<file path="src/rtl/alu8_reg.sv">
// rtl/alu8_reg.sv - registered 16-op ALU with carry/borrow in and out
module alu8_reg #(
  parameter int WIDTH = 8
) (
  input  logic             clk,
  input  logic             rst,
  input  logic [WIDTH-1:0] A,
  input  logic [WIDTH-1:0] B,
  input  logic [3:0]       op,
  input  logic             F,
  output logic [WIDTH-1:0] R,
  output logic             D
);

  localparam logic [3:0] OP_ADD   = 4'd0;
  localparam logic [3:0] OP_SUB   = 4'd1;
  localparam logic [3:0] OP_AND   = 4'd2;
  localparam logic [3:0] OP_OR    = 4'd3;
  localparam logic [3:0] OP_XOR   = 4'd4;
  localparam logic [3:0] OP_ADC   = 4'd5;
  localparam logic [3:0] OP_SBB   = 4'd6;
  localparam logic [3:0] OP_NOT   = 4'd7;
  localparam logic [3:0] OP_SHL   = 4'd8;
  localparam logic [3:0] OP_SHR   = 4'd9;
  localparam logic [3:0] OP_ROL   = 4'd10;
  localparam logic [3:0] OP_ROR   = 4'd11;
  localparam logic [3:0] OP_INC   = 4'd12;
  localparam logic [3:0] OP_DEC   = 4'd13;
  localparam logic [3:0] OP_PASSB = 4'd14;
  localparam logic [3:0] OP_CLR   = 4'd15;

  logic [WIDTH:0]   a_ext;
  logic [WIDTH:0]   b_ext;
  logic [WIDTH:0]   f_ext;
  logic [WIDTH:0]   one_ext;
  logic [WIDTH:0]   wide;
  logic [WIDTH-1:0] res_next;
  logic             d_next;

  assign a_ext   = {1'b0, A};
  assign b_ext   = {1'b0, B};
  assign f_ext   = {{WIDTH{1'b0}}, F};
  assign one_ext = {{WIDTH{1'b0}}, 1'b1};

  // Add/subtract results are formed one bit wider; for subtracts the extra bit
  // is the two's-complement sign, which equals the borrow.
  always_comb begin
    wide     = '0;
    res_next = '0;
    d_next   = 1'b0;
    unique case (op)
      OP_ADD:   wide = a_ext + b_ext;
      OP_SUB:   wide = a_ext - b_ext;
      OP_ADC:   wide = a_ext + b_ext + f_ext;
      OP_SBB:   wide = a_ext - b_ext - f_ext;
      OP_INC:   wide = a_ext + one_ext;
      OP_DEC:   wide = a_ext - one_ext;
      default:  wide = '0;
    endcase
    unique case (op)
      OP_ADD, OP_SUB, OP_ADC, OP_SBB, OP_INC, OP_DEC: begin
        res_next = wide[WIDTH-1:0];
        d_next   = wide[WIDTH];
      end
      OP_AND:   res_next = A & B;
      OP_OR:    res_next = A | B;
      OP_XOR:   res_next = A ^ B;
      OP_NOT:   res_next = ~A;
      OP_SHL: begin
        res_next = {A[WIDTH-2:0], 1'b0};
        d_next   = A[WIDTH-1];
      end
      OP_SHR: begin
        res_next = {1'b0, A[WIDTH-1:1]};
        d_next   = A[0];
      end
      OP_ROL: begin
        res_next = {A[WIDTH-2:0], A[WIDTH-1]};
        d_next   = A[WIDTH-1];
      end
      OP_ROR: begin
        res_next = {A[0], A[WIDTH-1:1]};
        d_next   = A[0];
      end
      OP_PASSB: res_next = B;
      OP_CLR:   res_next = '0;
      default:  res_next = '0;
    endcase
  end

  always_ff @(posedge clk or posedge rst) begin
    if (rst) begin
      R <= '0;
      D <= 1'b0;
    end else begin
      R <= res_next;
      D <= d_next;
    end
  end

endmodule

</file>
<file path="config.mk">
export PLATFORM = sky130hd
export DESIGN_NAME = alu8_reg
export DESIGN_NICKNAME = d
export VERILOG_FILES = /design/src/rtl/alu8_reg.sv
export SDC_FILE = /design/constraint.sdc
export NUM_CORES = 1
export LEC_CHECK = 0
export BUFFER_PORTS_ARGS = -buffer_cell sky130_fd_sc_hd__buf_2
export CAP_MARGIN = 20
export CORE_MARGIN = 4
export CORE_UTILIZATION = 49
export DETAILED_ROUTE_END_ITERATION = 10
export PLACE_DENSITY = 0.8
export SETUP_SLACK_MARGIN = 0.2
export SLEW_MARGIN = 0
export SYNTH_ARGS = -nofsm -noshare
export SYNTH_HDL_FRONTEND = slang
export SYNTH_SLANG_ARGS = --single-unit
</file>
<file path="constraint.sdc">
create_clock -name clk -period 0.8 [get_ports clk]
set_clock_uncertainty 0.15 [all_clocks]
set_input_delay 0.04 -clock clk [delete_from_list [all_inputs] [get_ports clk]]
set_output_delay 0.04 -clock clk [all_outputs]
set_load 0.01 [all_outputs]
</file>
======== Word-level counts from Yosys, hierarchy flattened ========
Cells that the tools add are included.
storage, ports and cells
  register bits after elaboration ......... 9
  word-level logic and storage cells ...... 34
  output and inout port bits .............. 9
  bits of input ports ..................... 23
cells by class
  equality and inequality tests ........... 15
  multiplexer cells ....................... 3
  reductions and logical operators ........ 4
  add/sub/neg operators ................... 6
  bitwise gates (word level) .............. 4
operator list
  cell                   number
  $pmux W8 S11           1
  $pmux W9 S6            1
  $eq A4 B4 Y1 const B   8
  $eq A4 B3 Y1 const B   4
  $add A8 B1 Y9 const B  1
  $add A8 B8 Y9          1
  $add A9 B1 Y9          1
  $sub A8 B1 Y9 const B  1
  $sub A8 B8 Y9          1
  $sub A9 B1 Y9          1
  $and A8 B8 Y8          1
  $eq A4 B2 Y1 const B   2
  $not A8 Y8             1
  $or A8 B8 Y8           1
  $xor A8 B8 Y8          1
  $reduce_or A6 Y1       1
  $eq A4 B1 Y1 const B   1
  $logic_not A4 Y1       1
  $reduce_or A2 Y1       2
  $pmux W1 S3            1

======== Logic depth before layout (Yosys ltp) ========
  depth after elaboration ................. 4
  gate-level depth with buffers ........... 13
  depth with buffers taken out ............ 12

======== Worst setup path after synthesis ========
Ideal clock, no wire load.
  path type ............................... input-to-reg
  from .................................... input op[0]
  to ...................................... register D
  cell stages on the path ................. 13
  slack ................................... -2.207 ns
  library setup time ...................... 0.139 ns
  path buffers ............................ 3
  required time ........................... 0.511 ns
  arrival ................................. 2.718 ns
  cells stage by stage .................... clkbuf_1 > clkbuf_1 > buf_1 > nand2_1 > inv_1 > ha_1 > nor2b_1 > o31a_1 > o21a_1 > o41a_1 > a221o_1 > o21ai_0 > o2111ai_1
on the way
  longest elaborated chain between the ends .. 3
  elaborated cells on any way between the ends .. 15
  those cells by class .................... eq/ne (9); mux (2); reduce/logical (4)
ends and longest elaborated chain
  element                                     line    source
  start: declaration                          9       input logic [3:0] op,
  $eq A4 B4 Y1, or another cell as far along  51, 60
  $pmux W9 S6, or another cell as far along   51      unique case (op)
  $pmux W1 S3 (*)                             60      unique case (op)
  net d_next                                  38      logic d_next;
  end signal: assignment                      97      D <= d_next;
  end: declaration                            12      output logic D
Mark *: on every way through the listed nets, which the timed path passes. The rest lies on a longest branch.

======== Worst setup path after layout ========
  from .................................... input B[0]
  to ...................................... register R[7]
on the way
  longest elaborated chain between the ends .. 4
  elaborated cells on any way between the ends .. 6
  those cells by class .................... add/sub (4); mux (2)
ends and longest elaborated chain
  element                                         line    source
  start: declaration                              8       input logic [WIDTH-1:0] B,
  $sub A8 B8 Y9 or $add A8 B8 Y9 (tied branches)  -
  $sub A9 B1 Y9 or $add A9 B1 Y9 (tied branches)  55, 54
  $pmux W9 S6 (*)                                 51
  $pmux W8 S11 (*)                                60
  net res_next[7]                                 37      logic [WIDTH-1:0] res_next;
  end signal: assignment                          96      R <= res_next;
  end: declaration                                11      output logic [WIDTH-1:0] R,
Marked as above.

==> impl_results.md <==
* Cell Area, Placed at 4120 sq um
* Core Footprint at 5510 sq um
* Syn Std Cell Area at 2770 sq um
* Bufs on Longest Clock Path at 2
* Clock-pin slew on the worst setup and hold paths at 0.06 ns
* Max_slew headroom at 71.9%
* RSZ-0062 raised after global routing: yes
* Final instance area at 4660 sq um
* Pre-antenna DRT Iters at 5
* CP endpoint kind: register
* Area grow syn2layout at 68.3%
* Final wirelength at 13.7 mm
* Final min period at 2.47 ns
* Antenna-violating nets left at 0
* Crit path DAT at 2.46 ns
* Starting DRC count in detailed routing at 508
* Max Cap Viol at 0
* Failing checks: negative hold slack, negative setup slack
* Worst vdd rail ir drop at 0.987 mV
* GPL Wtd Cong at 1.00
* Drt drc at 0
* Startpoint type of the worst setup path: input pin
* Fraction of layout cells with a size suffix above 1 at 46.8%
* Hold slack at -0.374 ns
* Final worst slack at -1.67 ns
* Drt via density at 6.68
* Die area at 6910 sq um
* Synth unique cells at 66
* Syn_nets at 438
* First-pass GRT wire length at 19.1 mm
* CP Class: in2reg
* HPWL after DPL at 9.07 mm
* Die Span X at 83.1 microns
* EDFF count, synth at 0
* DR vias at 4082
* Initial Util at 50.2%
* Status: complete, but fails checks
* Finish-stage setup viols at 18
* Clk sink count at 9
* IO Port Bufs at 31
* H-Tree Depth at 1
* Period utilization at 309%
* Ys async rst share at 100%
* FF+latch count, synth at 9
* Vias in the first global route at 3764
* Total track usage at 33.9%
* Initial antenna violation count at 0
* Most used DFF post-synth: dfrtp_1
* CP required at 0.79 ns
* Rows at 27
* Grt ovf at 0
* Setup TNS at -12.97 ns
* CTS Buf Count at 3
* Clock Tree Root: clkbuf_8
* TritonCTS clock tree: yes
* Antenna Cells at 0
* Max-slew violation count at 0
* Synth warn at 0
* PwrDens at 1020 nW/um^2
* Cells after Synth at 377
* Measured slew at the worst slew-check pin at 0.420 ns
* Die Ht at 83.1 microns
* Largest net degree at the start of global routing at 35
* Worst hold path type: in2async
* Achievable Freq at 0.405 GHz
* Final Util at 84.5%
* Syn Area/Cell at 7.34 sq um
* Final #Nets at 601
* Peak fanout along the critical path at 3
* Seq/Total Area, Yosys at 8.14%
* DR WL/cell at 22.4 microns
* Leakage at 2.10 nW
* Top Ports at 32
* Hold Vio Cnt, Final at 9
==> final cells by class <==
| class | count | area [sq um] |
|---|---|---|
| multi-input combinational | 320 | 2760 |
| tap | 72 | 90.1 |
| timing repair buffer | 178 | 1400 |
| sequential | 9 | 225 |
| clock buffer | 4 | 45.0 |
| fill | 299 | 851 |
| inverter | 28 | 133 |
==> power breakdown <==
group | leakage [nW] | internal (mW) | total [mW] | switching [mW]
logic | 1.97 | 1.75 | 3.60 | 1.85
registers | 0.110 | 0.523 | 0.562 | 0.0387
clock network | 0.0228 | 0.349 | 0.565 | 0.216
==> worst max-delay path: stages <==
cell and delay (ns):
buf_6 0.10, buf_4 0.15, ha_4 0.17, fa_2 0.39, a211oi_2 0.28, nor2_1 0.11
xor2_1 0.23, nand3_1 0.18, or3b_1 0.41, a21o_1 0.16, a31oi_1 0.24
==> per-stage QoR <==
step / power [mW] / cells / worst slack, ns
final: 4.73 / 611 / -1.67
after global routing: 4.96 / 611 / -1.71
after CTS: 4.26 / 600 / -1.46
after detailed placement: 3.46 / 593 / -1.80
after global placement: 3.39 / 593 / -1.77
after floorplan: 2.19 / 377 / -1.66
==> synth_stat cells, types with 6 or more instances <==
cell type	n	area, sq um
nor2_1	31	116
nor2b_1	6	37.5
inv_1	27	101
a211oi_1	6	45.0
xnor2_1	19	166
nor3_1	12	60.1
a21oi_1	26	130
xor2_1	8	70.1
o21ai_0	17	85.1
a221oi_1	6	52.6
nand3_1	9	45.0
mux2i_1	8	80.1
ha_1	35	438
nand2_1	31	116
a21o_1	7	52.6
clkbuf_1	12	45.0
dfrtp_1	9	225
==> worst max-delay path by stage <==
| stage | cells past startpoint | slack [ns] | to | start |
|---|---|---|---|---|
| after detailed placement | 11 | -1.80 | D | A[0] |
| after global placement | 11 | -1.77 | D | A[0] |
| after global routing | 11 | -1.71 | R[7] | A[0] |
| after floorplan | 13 | -1.66 | D | op[2] |
| final | 11 | -1.67 | R[7] | B[0] |
| after CTS | 11 | -1.46 | D | A[0] |
==> cells by family after synthesis <==
kind of cell / Yosys count / synth area share (%)
muxes: 8 / 2.89
xor gates and xnor gates: 27 / 8.55
AOI/OAI and AO/OA: 124 / 33.1
buffers and inverters: 48 / 7.06
DFF: 9 / 8.14
adders and majority gates: 38 / 18.0
and+or+nand+nor: 123 / 22.3
==> cells in the final DEF (no fill, tap or decap), types with 9 or more instances in the layout <==
cell type | netlist | routed
a21oi_1 | 26 | 24
buf_2 | 3 | 25
buf_4 | 0 | 134
buf_6 | 1 | 12
dfrtp_1 | 9 | 9
ha_1 | 35 | 25
inv_1 | 27 | 20
nand2_1 | 31 | 28
nor2_1 | 31 | 28
nor3_1 | 12 | 10
o21ai_0 | 17 | 14
xnor2_1 | 19 | 12
==> layer usage <==
metal / vias to the layer above / track usage [%] / wire length [microns]
met5: - / 0 / 0
met3: 135 / 5.16 / 1410
met2: 353 / 58.3 / 6280
li1: 1720 / - / -
met4: 0 / 16.6 / 1230
met1: 1874 / 40.8 / 4790
==> state kept, by name, indices dropped and copies added, names as in the netlist <==
register / count
D: 1
R: 8
==> repair_timing <==
item / CTS / global route
gates cloned: 0 / 1
pin swaps: 20 / 17
resized for setup: 38 / 35
endpoints found under the setup margin: 18 / 18
endpoints found under the hold margin: 9 / 9
buffers inserted: 3 / 10
(Power assumes the default switching activity.)
